**src/rtl/write_ctrl.sv**
```systemverilog
// rtl/write_ctrl.sv - Write2dev executor: UART bytes to BRAM A/B elements
//
// Purpose:
//   When en_write rises, latches bram_sel and gathers N_ELEMS little-endian
//   elements of DATA_W bits from the UART byte stream. Each element is written
//   to BRAM A or B with a one-cycle write-enable pulse. write_done pulses once
//   the vector is complete (or aborted), so the decoder can return to WAIT.
//
// Optional feature macro: WRITE_TIMEOUT_EN (idle-byte timeout abort; raises
//   write_err together with write_done). Undefined: RECV waits forever.
//
// Ports:
//   clk, reset            clock, synchronous active-high reset
//   en_write, bram_sel    command level and target select from decoder
//   rx_ready, rx_data     byte strobe and byte from UART receiver
//   bram_we_a, bram_we_b  per-element write strobes (mutually exclusive)
//   bram_addr, bram_din   write address / data
//   busy                  high from RECV entry until back in IDLE
//   write_done, write_err completion pulse and timeout-abort flag

module write_ctrl #(
  parameter int N_ELEMS        = 1024,
  parameter int DATA_W         = 16,
  parameter int TIMEOUT_CYCLES = 100_000_000,
  localparam int ADDR_W        = $clog2(N_ELEMS)
) (
  input  logic              clk,
  input  logic              reset,
  input  logic              en_write,
  input  logic              bram_sel,
  input  logic              rx_ready,
  input  logic [7:0]        rx_data,
  output logic              bram_we_a,
  output logic              bram_we_b,
  output logic [ADDR_W-1:0] bram_addr,
  output logic [DATA_W-1:0] bram_din,
  output logic              busy,
  output logic              write_done,
  output logic              write_err
);

  localparam int BYTES  = (DATA_W + 7) / 8;
  localparam int BCNT_W = (BYTES > 1) ? $clog2(BYTES) : 1;

  typedef enum logic [2:0] {
    IDLE    = 3'd0,
    RECV    = 3'd1,
    FLUSH   = 3'd2,
    DONE    = 3'd3,
    RELEASE = 3'd4
  } state_t;

  state_t state, state_next;

  logic                sel_q;
  logic [BCNT_W-1:0]   byte_cnt;
  logic [ADDR_W-1:0]   elem_cnt;
  logic [BYTES*8-1:0]  shreg;
  logic [BYTES*8-1:0]  assembled;
  logic                last_byte;
  logic                last_elem;
  logic                timeout_hit;

  // Element as it would look with the incoming byte dropped into its slot.
  always_comb begin
    assembled = shreg;
    assembled[byte_cnt*8 +: 8] = rx_data;
  end

  assign last_byte = (byte_cnt == BCNT_W'(BYTES - 1));
  assign last_elem = (elem_cnt == ADDR_W'(N_ELEMS - 1));

`ifdef WRITE_TIMEOUT_EN
  localparam int TO_W = $clog2(TIMEOUT_CYCLES + 1);
  logic [TO_W-1:0] to_cnt;

  // A byte arriving in the same cycle as expiry wins over the abort.
  assign timeout_hit = (state == RECV) && !rx_ready &&
                       (to_cnt == TO_W'(TIMEOUT_CYCLES - 1));

  always_ff @(posedge clk) begin
    if (reset) begin
      to_cnt <= '0;
    end else if (state != RECV || rx_ready) begin
      to_cnt <= '0;
    end else begin
      to_cnt <= to_cnt + TO_W'(1);
    end
  end
`else
  assign timeout_hit = 1'b0;
`endif

  always_ff @(posedge clk) begin
    if (reset) begin
      state <= IDLE;
    end else begin
      state <= state_next;
    end
  end

  always_comb begin
    state_next = state;
    case (state)
      IDLE:    if (en_write) state_next = RECV;
      RECV: begin
        if (rx_ready && last_byte && last_elem) state_next = FLUSH;
        else if (timeout_hit)                   state_next = DONE;
      end
      FLUSH:   state_next = DONE;
      DONE:    state_next = RELEASE;
      // Wait for the command level to drop so a held en_write cannot restart.
      RELEASE: if (!en_write) state_next = IDLE;
      default: state_next = IDLE;
    endcase
  end

  always_ff @(posedge clk) begin
    if (reset) begin
      sel_q      <= 1'b0;
      byte_cnt   <= '0;
      elem_cnt   <= '0;
      shreg      <= '0;
      bram_we_a  <= 1'b0;
      bram_we_b  <= 1'b0;
      bram_addr  <= '0;
      bram_din   <= '0;
      busy       <= 1'b0;
      write_done <= 1'b0;
      write_err  <= 1'b0;
    end else begin
      bram_we_a  <= 1'b0;
      bram_we_b  <= 1'b0;
      busy       <= (state_next != IDLE);
      write_done <= (state_next == DONE);
      write_err  <= timeout_hit;

      case (state)
        IDLE: begin
          if (en_write) begin
            sel_q     <= bram_sel;
            byte_cnt  <= '0;
            elem_cnt  <= '0;
            shreg     <= '0;
            bram_addr <= '0;
          end
        end
        RECV: begin
          if (rx_ready) begin
            if (last_byte) begin
              bram_din  <= assembled[DATA_W-1:0];
              bram_addr <= elem_cnt;
              bram_we_a <= ~sel_q;
              bram_we_b <= sel_q;
              byte_cnt  <= '0;
              shreg     <= '0;
              // Hold at the last index rather than wrapping to 0.
              if (!last_elem) elem_cnt <= elem_cnt + ADDR_W'(1);
            end else begin
              shreg    <= assembled;
              byte_cnt <= byte_cnt + BCNT_W'(1);
            end
          end
        end
        default: ;
      endcase
    end
  end

endmodule

```
**config.mk**
```make
export PLATFORM = sky130hd
export DESIGN_NAME = write_ctrl
export DESIGN_NICKNAME = d
export VERILOG_FILES = /design/src/rtl/write_ctrl.sv
export SDC_FILE = /design/constraint.sdc
export NUM_CORES = 1
export LEC_CHECK = 0
export ABC_AREA = 1
export CAP_MARGIN = 20
export CORE_UTILIZATION = 28
export DETAILED_ROUTE_END_ITERATION = 12
export GPL_ROUTABILITY_DRIVEN = 0
export SLEW_MARGIN = 10
export SYNTH_ARGS = -nofsm -noshare
export SYNTH_HDL_FRONTEND = slang
export SYNTH_SLANG_ARGS = --single-unit
```
**constraint.sdc**
```tcl
create_clock -name clk -period 2.45 [get_ports clk]
set_input_delay 0.49 -clock clk [delete_from_list [all_inputs] [get_ports clk]]
set_output_delay 0.49 -clock clk [all_outputs]
set_load 0.01 [all_outputs]
```
# After elaboration in Yosys (flattened, before gate mapping)
# Cells that the tools add are included.
dict set report word_totals {
  output_inout_bits 31
  input_bits 13
  regBits 61
  elab_cells 62
}
dict set report op_classes {
  n_reduce_logical 11
  add_sub_neg 3
  muxes 21
  n_bitwise 4
  n_eq_ne 10
  shift 2
}
# operator count
set op_table {}
lappend op_table {{2-to-1 mux 10 bit} 6}
lappend op_table {{2-to-1 mux 16 bit} 3}
lappend op_table {{one-hot mux 10 bit (2 select lines)} 2}
lappend op_table {{negator 4 -> 34 bit} 1}
lappend op_table {{variable shift 8 x 34 -> 16 bit (first input constant)} 1}
lappend op_table {{indexed part select 8 x 34 -> 16 bit} 1}
lappend op_table {{one-hot mux 16 bit (2 select lines)} 1}
lappend op_table {{bitwise mux 16 bit} 1}
lappend op_table {{one-hot mux 3 bit (5 select lines)} 1}
lappend op_table {{adder 10 x 1 -> 10 bit (second input constant)} 1}
lappend op_table {{equality test 10 bit (second input constant)} 1}
lappend op_table {{equality test 3 x 2 -> 1 bit (second input constant)} 3}
lappend op_table {{2-to-1 mux 3 bit} 3}
lappend op_table {{!= test 2 bit (second input constant)} 4}
lappend op_table {{AND reduction 3 bit} 2}
lappend op_table {{AND reduction 5 bit} 1}
lappend op_table {{inverter 1 bit} 4}
lappend op_table {{AND reduction 4 bit} 1}
lappend op_table {{OR reduction 4 bit} 1}
lappend op_table {{equality test 3 x 1 -> 1 bit (second input constant)} 1}
lappend op_table {{equality test 3 bit (second input constant)} 1}
lappend op_table {{logical NOT 3 bit} 1}
lappend op_table {{2-to-1 mux 1 bit} 3}
lappend op_table {{nonzero test 3 bit} 1}
lappend op_table {{5 further kinds} 6}

# Longest topological paths before layout
dict set report logic_depth {
  word_depth 6
  ltp_mapped 10
  depth_no_buf 10
}

# Worst setup path before layout
# OpenSTA, ideal clock, no wires.
dict set report synth_path {
  kind {reg-to-reg}
  startpoint {register elem_cnt[0]}
  endpoint {register elem_cnt[5]}
  path_stages_with_launch 10
  n_path_buf 1
  path_slack_ps 1085
  arrival_ps 1231
  setup_ps 134
  cell_sequence {dfxtp_1 -> ha_1 -> nand2_1 -> nor2_2 -> nand3_2 -> nand2_2 -> nand2_2 -> buf_6 -> nand3_1 -> a21oi_1}
}
dict set report synth_via {
  elab_chain_cells 5
}
# element line_no
set synth_lines {}
lappend synth_lines {{start, declared} 57} ;# logic [ADDR_W-1:0] elem_cnt;
lappend synth_lines {{start signal, assigned} 158} ;# if (!last_elem) elem_cnt <= elem_cnt + ADDR_W'(1);
lappend synth_lines {{adder 10 x 1 -> 10 bit} 158}
lappend synth_lines {{2-to-1 mux 10 bit} 158}
lappend synth_lines {{2-to-1 mux 10 bit} 150} ;# if (last_byte) begin
lappend synth_lines {{2-to-1 mux 10 bit} 149} ;# if (rx_ready) begin
lappend synth_lines {{one-hot mux 10 bit (2 select lines)} 138} ;# case (state)
# Several ways; a longest one is shown, not always the timed one. The select of a mux whose other input is x is not followed.
# A chain may end at the register's enable or synchronous reset.

# Final worst setup path
dict set report layout_path {
  startpoint {register state[1]}
  endpoint {register bram_addr[2]}
}
dict set report layout_via {
  elab_chain_cells 3
}
# element line_no
set layout_lines {}
lappend layout_lines {{start, declared} 53} ;# state_t state, state_next;
lappend layout_lines {{start signal, assigned} 98} ;# state <= state_next;
lappend layout_lines {{equality test 3 x 1 -> 1 bit or logical NOT 3 bit (tied branches)} 138}
lappend layout_lines {{!= test 2 bit (no source line) or nonzero test 2 bit (tied branches)} n/a}
lappend layout_lines {{AND reduction 4 bit (no source line)} n/a}
lappend layout_lines {{end signal, assigned} 152} ;# bram_addr <= elem_cnt;
lappend layout_lines {{end, declared} 35} ;# output logic [ADDR_W-1:0] bram_addr,
# Several ways; a longest one is shown, not always the timed one.

==> run_results.csv <==
group,metric,value,unit
status,outcome,"finished clean",
setup_path,slowest_stage,"dfxtp_1",
setup_path,rr_worst_depth,10,
grt,globalRouteMet1Util,16.22,%
timing,fin_crit_sh,74.45,%
die,coreArea,0.009284,sq mm
clock_tree,postCtsResizedCells,0,
setup_path,end_kind,"flip-flop",
routing,vias_per_cell,4.568,
synthesis,yosysWarnings,0,
layout,area_growth,27.20,%
timing,finalMaxSlewViolations,0,
die,pin_count,44,
die,die-height,100.2,um
grt,gr-usage-met2,23.18,%
die,num_rows,35,
timing,setup_viol,0,
synthesis,synth_cell_types,36,
timing,final_hold_viol_count,0,
grt,busiest_layer,"met2",
timing,fmaxAchievable,0.5482,GHz
clock_tree,ctsHoldBuffers,0,
clock_tree,clk_pin_slew,70,ps
clock_tree,clk_latency,340,ps
die,start_util,29.08,%
min_path,min_to,"shreg[11]",
setup_path,worstPathMaxFanout,21,
synthesis,syn_inst,356,
synthesis,synth_fp_nets,370,
setup_path,critical_path_class,"flip-flop to flip-flop",
grt,grt_pass1_wl,10740,um
synthesis,ys_seq_elements,61,
timing,rsz0062_at_grt,"no",
grt,grt_max_degree,29,
clock_tree,cts.root.buffer_cell,"clkbuf_8",
timing,skew,9.059,ps
setup_path,r2r_end,"bram_addr[2]",
setup_path,slowest_delay,320,ps
synthesis,synth.avg_cell_area,7.585,sq um
routing,drc,0,
setup_path,regToRegSetupSlack,630,ps
die,die_area,0.01004,sq mm
synthesis,synth_enable_flop_cells,0,
setup_path,cp_top_family,"simple AND/OR/NAND/NOR gates",
grt,grt_pass1_vias,2313,
setup_path,path_cells,"inv_2 -> nand3_4 -> inv_2 -> nand2_2 -> nand2_4 -> inv_6 -> nor2_8 -> nand2_1 -> o21ai_2 -> nor2_1",
clock_tree,cts_sinks,61,
power_and_ir_drop,p_leak,1.216,nW
run,cap_violations,0,
timing,fin_crit,1824,ps
timing,fin_setup_tns,0,ps
die,dieWidth,100.2,um
setup_path,cp-start-kind,"flip-flop",
placed_design,dp_slack,326.2,ps
grt,antenna_found_initial,0,
routing,routed_wl,6332,um
layout,drive_gt1_share,13.03,%
min_path,holdCritStartpoint,"shreg[11]",
power_and_ir_drop,ir_worst_vdd,0.3030,mV
setup_path,r2r-start,"state[1]",
grt,grt_usage,13.82,%
setup_path,path_buf_inv,3,
clock_tree,cts_made_buffers,9,
routing,first_iter_violations,105,
clock_tree,h-tree-depth,3,
synthesis,async_reset_ff_share,0,%
setup_path,critical_path_required,2670,ps
routing,drt_first_pass_iters,4,
routing,num_vias,2412,
routing,wire_per_inst,11.99,um
placed_design,post-dp-hpwl,4307,um
power_and_ir_drop,powerDensity,717.2,mW/mm^2
clock_tree,cts_tree,"yes",
min_path,hold_depth,2,
grt,gr-usage-met3,4.944,%
setup_path,crit_top_cell,"inv_2",
setup_path,cp.arrival,2040,ps
placed_design,portBuffers,42,
timing,layout_setup_ws,625.9,ps
routing,ant_nets,0,
synthesis,yosysSeqAreaShare,45.23,%
synthesis,synth_ff_type,"dfxtp_1",
layout,nets,409,
clock_tree,cts.path.max_buffers,2,
min_path,hp-class,"flip-flop to flip-flop",
layout,antenna_cells,0,
clock_tree,postCtsSetupBuffers,0,
synthesis,synth_area,0.002700,sq mm
grt,overflow,0,
per-layer routing:
layer	wire (um)	vias up
li1	-	1232
met1	2924	1111
met2	2988	61
met3	339	8
met4	79	0
met5	0	-
per-stage QoR:
| stage | hold slack [ps] | utilization [%] | power, mW | area, sq um | std cells |
|---|---|---|---|---|---|
| global route | 452.9 | 36.99 | 2.574 | 3435 | 528 |
| floorplan | 399.8 | - | 1.347 | 2700 | 356 |
| CTS | 429.6 | 36.99 | 2.500 | 3435 | 528 |
| global placement | 412.9 | 34.58 | 1.472 | 3211 | 513 |
| detailed placement | 420.2 | 34.58 | 1.476 | 3211 | 513 |
| finish | 427.4 | 36.99 | 2.463 | 3435 | 528 |
area by class of cell:
| type | count | area [sq um] |
|---|---|---|
| fillers | 991 | 5849 |
| multi-input cells | 248 | 1255 |
| flip-flops and latches | 61 | 1221 |
| repair buffers | 45 | 455.4 |
| well taps | 129 | 161.4 |
| clock buffers | 12 | 155.1 |
| inverters | 30 | 117.6 |
| clock inverters | 3 | 68.82 |
worst max path at each step:
stage | startpoint | cells past startpoint | slack [ps] | endpoint
final | state[1] | 10 | 630 | bram_addr[2]
after global routing | state[1] | 10 | 450 | bram_addr[2]
after CTS | state[1] | 10 | 590 | bram_addr[2]
after detailed placement | en_write | 8 | 330 | bram_addr[2]
after global placement | en_write | 8 | 350 | bram_addr[2]
after floorplan | elem_cnt[0] | 9 | 1080 | elem_cnt[5]
synthesized netlist by cell type (4+ instances only):
cell	number	area, sq um
clkbuf_1	8	30.03
nor2_1	46	172.7
inv_1	24	90.09
buf_2	4	20.02
a21oi_1	20	100.1
nor2_2	10	62.56
nand2_2	6	37.54
nand2_1	76	285.3
inv_2	5	18.77
dfxtp_1	61	1221
a31oi_1	16	100.1
nand3_1	22	110.1
o21ai_0	25	125.1
power breakdown:
part / switching, mW / total, mW / internal (mW)
Combinational: 0.229 / 0.378 / 0.149
Clock: 0.389 / 1.01 / 0.625
Sequential: 0.0311 / 1.07 / 1.04
registers in the layout, indices dropped and copies added, names as in the netlist, 3 cells and up:
register and cells:
bram_addr 10, bram_din 16, elem_cnt 10, shreg 16
state 3
cell usage in the layout, fill, tap and decap left out, types with 11 or more instances in the layout:
cell / count
clkbuf_8: 11
dfxtp_1: 61
inv_1: 24
nor2_1: 46
a21oi_1: 20
a31oi_1: 16
nand3_1: 22
o21ai_0: 25
nand2_1: 76
clkdlybuf4s50_1: 42
cells by family after synthesis:
family / after synthesis / share of synthesized area [%]
xor gates and xnor gates: 1 / 0.3244
buffers and inverters: 47 / 8.295
and+or+nand+nor: 177 / 31.14
other: 1 / 0.1389
adders and majority gates: 1 / 0.4633
AOI/OAI and AO/OA: 68 / 14.41
DFF: 61 / 45.23
worst reg2reg max path: stages, from the launching register on:
cell and delay, ps:
dfxtp_1 320, inv_2 120, nand3_4 280, inv_2 200, nand2_2 80, nand2_4 160, inv_6 90, nor2_8 230
nand2_1 120, o21ai_2 70, nor2_1 40
Note: power is estimated with default switching activity, not from simulation.
